### src/rtl/icdir_ctl_pkg.sv
// icdir_ctl_pkg: shared constants, entry layout and state encoding for the I-cache directory controller
package icdir_ctl_pkg;
  localparam int IC_LINES = 128;
  localparam int IC_IDX_W = $clog2(IC_LINES);
  localparam int IC_OFF_W = 6;
  localparam int IC_TAG_W = 32 - IC_IDX_W - IC_OFF_W;
  localparam int IC_DIR_W = 22;
  localparam int IC_DIR_V = 21;
  localparam int IC_TAG_HI = 18;
  localparam logic [IC_IDX_W-1:0] IC_LAST = IC_IDX_W'(IC_LINES - 1);
  typedef enum logic [2:0] {S_INV, S_IDLE, S_REQ, S_WAIT, S_FILL} state_t;
endpackage

### src/rtl/icdir_ctl_if.sv
// icdir_ctl_if: fetch, reload, invalidate and directory-port signals of the I-cache directory controller
interface icdir_ctl_if;
  import icdir_ctl_pkg::*;
  logic f_val;
  logic [31:0] f_adr;
  logic f_rdy;
  logic f_hit;
  logic f_miss;
  logic f_err;
  logic rld_req;
  logic [31:0] rld_adr;
  logic rld_gnt;
  logic rld_done;
  logic rld_err;
  logic inv_req;
  logic inv_busy;
  logic [IC_IDX_W-1:0] dir_rd_adr;
  logic [IC_DIR_W-1:0] dir_rd_dat;
  logic [3:0] dir_wr_en;
  logic [IC_IDX_W-1:0] dir_wr_adr;
  logic [IC_DIR_W-1:0] dir_wr_dat;
  modport slave (
    input f_val, f_adr, rld_gnt, rld_done, rld_err, inv_req, dir_rd_dat,
    output f_rdy, f_hit, f_miss, f_err, rld_req, rld_adr, inv_busy,
    output dir_rd_adr, dir_wr_en, dir_wr_adr, dir_wr_dat
  );
  modport master (
    output f_val, f_adr, rld_gnt, rld_done, rld_err, inv_req, dir_rd_dat,
    input f_rdy, f_hit, f_miss, f_err, rld_req, rld_adr, inv_busy,
    input dir_rd_adr, dir_wr_en, dir_wr_adr, dir_wr_dat
  );
endinterface

### src/rtl/icdir_ctl.sv
// icdir_ctl: I-cache directory lookup, miss reload and invalidate-sweep controller
module icdir_ctl
  import icdir_ctl_pkg::*;
(
  input logic clk,
  input logic rst,
  icdir_ctl_if.slave bus
);
  state_t state;
  logic [IC_IDX_W-1:0] ctr, idx;
  logic [IC_TAG_W-1:0] tag;
  logic hit_q, miss_q, err_q, hit, wr, unused;
  assign hit = bus.dir_rd_dat[IC_DIR_V] && bus.dir_rd_dat[IC_TAG_HI:0] == bus.f_adr[31 -: IC_TAG_W];
  // rst gates the write strobe so the directory sees no writes while reset is held
  assign wr = !rst && (state == S_INV || state == S_FILL);
  assign unused = ^{bus.dir_rd_dat[IC_DIR_V-1:IC_TAG_HI+1], bus.f_adr[IC_OFF_W-1:0]};
  assign bus.f_rdy = state == S_IDLE && !bus.inv_req;
  assign bus.f_hit = hit_q;
  assign bus.f_miss = miss_q;
  assign bus.f_err = err_q;
  assign bus.rld_req = state == S_REQ;
  assign bus.rld_adr = {tag, idx, {IC_OFF_W{1'b0}}};
  assign bus.inv_busy = state == S_INV;
  assign bus.dir_rd_adr = state == S_IDLE ? bus.f_adr[IC_OFF_W +: IC_IDX_W] : idx;
  assign bus.dir_wr_en = {4{wr}};
  assign bus.dir_wr_adr = state == S_INV ? ctr : idx;
  assign bus.dir_wr_dat = state == S_INV ? '0 : {1'b1, 2'b00, tag};
  always_ff @(posedge clk or posedge rst)
    if (rst) begin
      state <= S_INV;
      ctr <= '0;
      idx <= '0;
      tag <= '0;
      hit_q <= 1'b0;
      miss_q <= 1'b0;
      err_q <= 1'b0;
    end else begin
      hit_q <= 1'b0;
      miss_q <= 1'b0;
      err_q <= 1'b0;
      case (state)
        S_INV: begin
          ctr <= ctr + 1'b1;
          state <= ctr == IC_LAST ? S_IDLE : S_INV;
        end
        S_IDLE:
          if (bus.inv_req) begin
            ctr <= '0;
            state <= S_INV;
          end else if (bus.f_val) begin
            hit_q <= hit;
            miss_q <= !hit;
            if (!hit) begin
              idx <= bus.f_adr[IC_OFF_W +: IC_IDX_W];
              tag <= bus.f_adr[31 -: IC_TAG_W];
              state <= S_REQ;
            end
          end
        S_REQ: state <= bus.rld_gnt ? S_WAIT : S_REQ;
        S_WAIT:
          if (bus.rld_done) begin
            err_q <= bus.rld_err;
            state <= bus.rld_err ? S_IDLE : S_FILL;
          end
        default: state <= S_IDLE;
      endcase
    end
endmodule

### src/flat_wrapper.sv
// flat-port wrapper written by rule: the top's interface ports become plain ports
module icdir_ctl_flat import icdir_ctl_pkg::*;
  (clk, rst, bus_f_val, bus_f_adr, bus_rld_gnt, bus_rld_done, bus_rld_err, bus_inv_req, bus_dir_rd_dat, bus_f_rdy, bus_f_hit, bus_f_miss, bus_f_err, bus_rld_req, bus_rld_adr, bus_inv_busy, bus_dir_rd_adr, bus_dir_wr_en, bus_dir_wr_adr, bus_dir_wr_dat);
  icdir_ctl_if bus_i ();
  input logic clk;
  input logic rst;
  input wire logic [$bits(bus_i.f_val)-1:0] bus_f_val;
  input wire logic [$bits(bus_i.f_adr)-1:0] bus_f_adr;
  input wire logic [$bits(bus_i.rld_gnt)-1:0] bus_rld_gnt;
  input wire logic [$bits(bus_i.rld_done)-1:0] bus_rld_done;
  input wire logic [$bits(bus_i.rld_err)-1:0] bus_rld_err;
  input wire logic [$bits(bus_i.inv_req)-1:0] bus_inv_req;
  input wire logic [$bits(bus_i.dir_rd_dat)-1:0] bus_dir_rd_dat;
  output wire logic [$bits(bus_i.f_rdy)-1:0] bus_f_rdy;
  output wire logic [$bits(bus_i.f_hit)-1:0] bus_f_hit;
  output wire logic [$bits(bus_i.f_miss)-1:0] bus_f_miss;
  output wire logic [$bits(bus_i.f_err)-1:0] bus_f_err;
  output wire logic [$bits(bus_i.rld_req)-1:0] bus_rld_req;
  output wire logic [$bits(bus_i.rld_adr)-1:0] bus_rld_adr;
  output wire logic [$bits(bus_i.inv_busy)-1:0] bus_inv_busy;
  output wire logic [$bits(bus_i.dir_rd_adr)-1:0] bus_dir_rd_adr;
  output wire logic [$bits(bus_i.dir_wr_en)-1:0] bus_dir_wr_en;
  output wire logic [$bits(bus_i.dir_wr_adr)-1:0] bus_dir_wr_adr;
  output wire logic [$bits(bus_i.dir_wr_dat)-1:0] bus_dir_wr_dat;
  assign bus_i.f_val = bus_f_val;
  assign bus_i.f_adr = bus_f_adr;
  assign bus_i.rld_gnt = bus_rld_gnt;
  assign bus_i.rld_done = bus_rld_done;
  assign bus_i.rld_err = bus_rld_err;
  assign bus_i.inv_req = bus_inv_req;
  assign bus_i.dir_rd_dat = bus_dir_rd_dat;
  assign bus_f_rdy = bus_i.f_rdy;
  assign bus_f_hit = bus_i.f_hit;
  assign bus_f_miss = bus_i.f_miss;
  assign bus_f_err = bus_i.f_err;
  assign bus_rld_req = bus_i.rld_req;
  assign bus_rld_adr = bus_i.rld_adr;
  assign bus_inv_busy = bus_i.inv_busy;
  assign bus_dir_rd_adr = bus_i.dir_rd_adr;
  assign bus_dir_wr_en = bus_i.dir_wr_en;
  assign bus_dir_wr_adr = bus_i.dir_wr_adr;
  assign bus_dir_wr_dat = bus_i.dir_wr_dat;
  icdir_ctl u_core (.clk(clk), .rst(rst), .bus(bus_i));
endmodule
### config.mk
export PLATFORM = sky130hd
export DESIGN_NAME = icdir_ctl_flat
export DESIGN_NICKNAME = d
export VERILOG_FILES = /design/src/rtl/icdir_ctl_pkg.sv /design/src/rtl/icdir_ctl_if.sv /design/src/rtl/icdir_ctl.sv /design/src/flat_wrapper.sv
export SDC_FILE = /design/constraint.sdc
export NUM_CORES = 1
export LEC_CHECK = 0
export ABC_AREA = 1
export CAP_MARGIN = 10
export CORE_UTILIZATION = 38
export DETAILED_ROUTE_END_ITERATION = 8
export PLACE_DENSITY = 0.78
export RECOVER_POWER = 100
export REMOVE_ABC_BUFFERS = 1
export SLEW_MARGIN = 15
export SYNTH_ARGS = -nofsm -noshare
export SYNTH_HDL_FRONTEND = slang
export SYNTH_SLANG_ARGS = --single-unit
export TNS_END_PERCENT = 5
### constraint.sdc
create_clock -name clk -period 2.05 [get_ports clk]
set_input_delay 0.615 -clock clk [delete_from_list [all_inputs] [get_ports clk]]
set_output_delay 0.615 -clock clk [all_outputs]
set_load 0.005 [all_outputs]
# == Word-level counts from Yosys, hierarchy flattened ==
# Cells that the tools add are included.
# classes
n_eq_ne,10
n_mux,21
n_reduce_logical,12
bitwise,2
magnitude_cmp,0
div_mod_pow,0
n_shift,0
addsub,1
multipliers,0
# op_table
op,count
$mux 22,1
$mux 7,3
$eq 19x19->1,1
$mux 3,5
$pmux 7 s2,1
$pmux 3 s4,1
$mux 1,10
$add 7x1->7 const B,1
$eq 7x7->1 const B,1
$eq 3x2->1 const B,2
$ne 3x3->1 const B,2
$ne 2x2->1 const B,2
$reduce_and 4->1,1
$eq 3x1->1 const B,1
$eq 3x3->1 const B,1
$logic_and 1x1->1,3
$logic_not 1->1,3
$logic_not 3->1,1
$reduce_and 3->1,1
$not 1->1,2
$reduce_and 2->1,1
$reduce_bool 2->1,1
$logic_or 1x1->1,1
# totals
reg_bits,39
mem_bits_rw,0
latchBits,0
mem_count,0
rom_bits,0

# == Longest topological paths before layout ==
# logic_depth
ltp_word,6
mapped_depth,13
depth_no_buf,12

# == Least setup slack after synthesis ==
# Ideal clock, no wire load.
# synth_path
kind,reg2out
start,register u_core.state[1]
end,output port bus_dir_wr_dat[10]
arrival_time_ns,1.274
n_path_buf,1
setup_slack_ns,0.161
stages_incl_launch_ff,6
path_cell_list,dfrtp_1 -> inv_1 -> nand3_1 -> inv_1 -> buf_1 -> nor2_1
# synth_via
elab_chain_len,2
# synth_rtl
element,line_no,rtl
start: declaration,icdir_ctl.sv:9,state_t state;
start signal: assignment,icdir_ctl.sv:44,state <= ctr == IC_LAST ? S_IDLE : S_INV;
start signal: assignment,icdir_ctl.sv:59,S_REQ: state <= bus.rld_gnt ? S_WAIT : S_REQ;
start signal: assignment,icdir_ctl.sv:63,state <= bus.rld_err ? S_IDLE : S_FILL;
$logic_not 3->1,--,
net bus_inv_busy,flat_wrapper.sv:20,output wire logic [$bits(bus_i.inv_busy)-1:0] bus_inv_busy;
$mux 22,icdir_ctl.sv:27,"assign bus.dir_wr_dat = state == S_INV ? '0 : {1'b1, 2'b00, tag};"
end: declaration,flat_wrapper.sv:24,output wire logic [$bits(bus_i.dir_wr_dat)-1:0] bus_dir_wr_dat;
# The timed path passes the listed nets, and every way through them passes these cells.

# == Worst setup path in the final report ==
# layout_path
start,register u_core.state[2]
end,output port bus_dir_rd_adr[0]
# layout_via
elab_chain_len,2
# layout_rtl
element,line_no,rtl
$eq 3x1->1,icdir_ctl.sv:24,assign bus.dir_rd_adr = state == S_IDLE ? bus.f_adr[IC_OFF_W +: IC_IDX_W] : idx;
$mux 7,icdir_ctl.sv:24,
end: declaration,flat_wrapper.sv:21,output wire logic [$bits(bus_i.dir_rd_adr)-1:0] bus_dir_rd_adr;
# No other way between the ends.

==> summary.txt <==
Run status
  – Outcome: finished with violations
  – Failing checks: design-rule violations, negative setup slack

Layout
  – Antenna Cells: 0
  – Final core utilization: 0.667
  – Final Non-Filler Cells: roughly 650
  – Post-route cell area: approximately 0.0043 mm^2
  – Share of cells above drive strength 1: 0.207
  – Nets: between 600 and 700
  – Area grow syn2layout: 66.2%

Timing
  – Min Tclk post-route: 2130 ps
  – Max Fclk: 469 MHz
  – Period utilisation layout: 1.04
  – Final setup fails: 10
  – Fin Clk Skew: about 3.9 ps
  – Setup repair after global routing missed its margin: true
  – Worst Tran Pin Value: 875 ps
  – Max-slew violation count: 0
  – Hold Vio Cnt, Final: 0
  – Slew Limit Headroom: 0.417
  – Final setup margin: -82.6 ps

Detailed routing
  – WL per Instance: about 13 um
  – DR vias/cell: 4.72
  – DRT Wirelength: 8380 um
  – Vias: 3052
  – DRT Pass-1 Iters: 8
  – # DRC: 11
  – 1st-iter DRT viols: between 100 and 150
  – Antenna Nets Post-Route: 0

Global routing
  – Initial antenna violation count: 0
  – Met2 Resource Use GR: 0.442
  – Gr ovfl total: 0
  – Most Used Layer, Global Route: met2
  – Met1 Usage GRT: 0.264
  – Gr usage total: 0.233
  – Met3 Use GR: 0.0501
  – Vias in the first global route: 2988
  – Largest net degree at the start of global routing: 24
  – First-pass GRT wire length: between 10000 and 15000 um

Clocking
  – Total clock sinks: 39
  – Clk buf depth: 2
  – CTS buffer count: 5
  – H-tree depth: 2
  – Clock latency on the worst-skew pair: roughly 300 ps
  – Clock transition at path regs: 80 ps
  – CTS tree: done
  – CTS root buf: clkbuf_8

Logic synthesis
  – Post-Synth Simple-Gate Area: 0.412
  – Unique masters post-synth: 29
  – Synth Area in Compound Gates: 0.0365
  – Synth Area in Adders: 0.00480
  – Post-Synthesis Cells: about 400
  – Largest family of logic cells by synthesized area: simple AND/OR/NAND/NOR gates
  – Sequential share of the synthesized area: 0.375
  – Synthesized area per cell: ~6.4 um^2
  – Mapped cell area: 0.00260 mm^2
  – Register bit count reported by yosys: 39
  – Post-Synth XOR/XNOR Area: 0.0101
  – Mux share of post-synthesis cell area: 0
  – Yosys warns: 0

Placed design
  – Dpl cell area: between 0.004 and 0.005 mm^2
  – Port bufs: approximately 120
  – Placed insts: 630
  – GPL Wtd Cong: 0.827
  – DP Worst Slack: -404 ps
  – Post-DP HPWL: ~6300 um

Floorplanning
  – Die height: around 85 um
  – Core ar.: 0.00649 mm^2
  – Rows: 29
  – Starting density of the core: 0.401
  – Total die area: about 0.0072 mm^2
  – DIE WIDTH: roughly 85 um
  – I/O pin cnt: between 100 and 150

Power
  – Leak: 2.44 nW
  – Maximum vdd drop: 469 uV
  – P per Cell Area: about 1200 mW/mm^2
  – Power Total: 5.07 mW

Setup path
  – Crit path required time: about 1400 ps
  – WP data arrival: approximately 1500 ps
  – CP max FO: 4
  – Slowest stage delay, CP: between 400 and 500 ps
  – Worst path most repeated cell: buf_6
  – Reg-to-reg slack, setup: about 170 ps
  – CP Class: register to output port
  – Worst path slowest cell: dfrtp_1
  – CP Capture Type: output port
  – CP cell instances: buf_6 > nor3_4 > buf_6 > buf_6 > nand2_2 > o21ai_1 > buf_2
  – CP startpoint kind: register

Job
  – Max-Cap Viols: 0

Hold path
  – Hold Path Class: primary input to asynchronous set/reset pin
critical path: cells and delay by family, from the launching register on:
kind,cells,cell delay [ps]
AOI/OAI and AO/OA,1,60
DFF,1,410
buffers and inverters,4,500
and+or+nand+nor,2,240
metrics by stage:
step	hold WS, ps	setup TNS (ps)
after floorplan	487	-928
after global placement	477	-11420
after detailed placement	486	-12600
after CTS	431	-1290
after global routing	466	-2200
final	455	-508
timing repair:
item | CTS | global route
buffers inserted | 5 | 4
gates cloned | 1 | 2
setup endpoints to repair | 41 | 65
pin swaps | 4 | 3
hold buffers | 0 | 0
resized for setup | 103 | 73
cell usage in the layout, fill, tap and decap left out, drive strengths merged:
master	n
nand2	152
clkdlybuf4s50	76
inv	71
buf	58
nor2	46
dfrtp	39
nand3	34
clkbuf	30
nor3	9
o21ai	9
conb	8
dlygate4sd2	8
nand4	5
a21oi	5
dlymetal6s2s	4
clkinv	3
xnor2	2
nor3b	2
xor2	1
nand3b	1
o21bai	1
o211a	1
nor4	1
a211oi	1
ha	1
bufinv	1
clkdlybuf4s15	1
report_power, final:
| part | switching [mW] | total (mW) | internal [mW] |
|---|---|---|---|
| logic | 1.37 | 3.03 | 1.66 |
| clock network | 0.297 | 0.659 | 0.363 |
| registers | 0.290 | 1.39 | 1.10 |
sequential cells by signal (all words and copies together) (netlist names):
| signal | flops |
|---|---|
| u_core.tag | 19 |
| u_core.state | 3 |
| u_core.bus.f_err | 1 |
| u_core.ctr | 7 |
| u_core.bus.f_miss | 1 |
| u_core.bus.f_hit | 1 |
| u_core.idx | 7 |
metal layers:
layer	vias to the layer above	wire length (um)	share of wire
li1	1534	-	-
met1	1388	3360	0.40
met2	113	4300	0.51
met3	17	554	0.066
met4	0	165	0.020
met5	-	0	0
cells in the mapped netlist:
cell	count	share of area
nor3_1	8	0.015
buf_1	1	0.0014
a21oi_1	5	0.0096
nand3_1	34	0.065
xnor2_1	2	0.0067
buf_4	14	0.040
conb_1	1	0.0014
ha_1	1	0.0048
o21bai_1	1	0.0029
xor2_1	1	0.0034
nand2_4	1	0.0043
nand2_2	1	0.0024
nand4_1	5	0.012
nor2_1	44	0.063
nor2_8	2	0.015
nor4_1	1	0.0024
nor3b_1	2	0.0058
inv_4	1	0.0024
buf_6	2	0.0086
a211oi_1	1	0.0029
inv_1	68	0.098
nor3_4	1	0.0062
clkbuf_1	4	0.0058
nand2_1	150	0.22
dfrtp_1	39	0.37
inv_2	3	0.0043
o211a_1	1	0.0038
o21ai_0	9	0.017
nand3b_1	1	0.0029
area by class of cell:
class                           count  area, um^2
Multi-Input combinational cell    279        1330
Tap cell                           77        96.3
Timing Repair Buffer              172        1530
Clock buffer                        5        68.8
Clock inverter                      3        43.8
Inverter                           72         288
Fill cell                         561        2160
Sequential cell                    39         976
logic make-up (layout without fill, tap and decap cells):
logic type	Yosys count	in the layout
fa+ha+maj	1	1
flops	39	39
xor+xnor	3	3
buf+inv	93	252
compound gates	17	17
simple gates	250	250
other cells	1	8
final timing paths:
| kind | to | depth (start not counted) | startpoint |
|---|---|---|---|
| setup / recovery | bus_dir_rd_adr[0] | 7 | u_core.state[2] |
| hold / removal | u_core.bus.f_err | 3 | rst |
| max in group asynchronous | u_core.tag[0] | 4 | rst |
| hold reg to reg | u_core.tag[5] | 2 | u_core.tag[5] |
| setup reg to reg | u_core.idx[5] | 12 | u_core.state[2] |
| min in group clk | u_core.tag[5] | 2 | u_core.tag[5] |
Note: power is estimated with default switching activity, not from simulation.
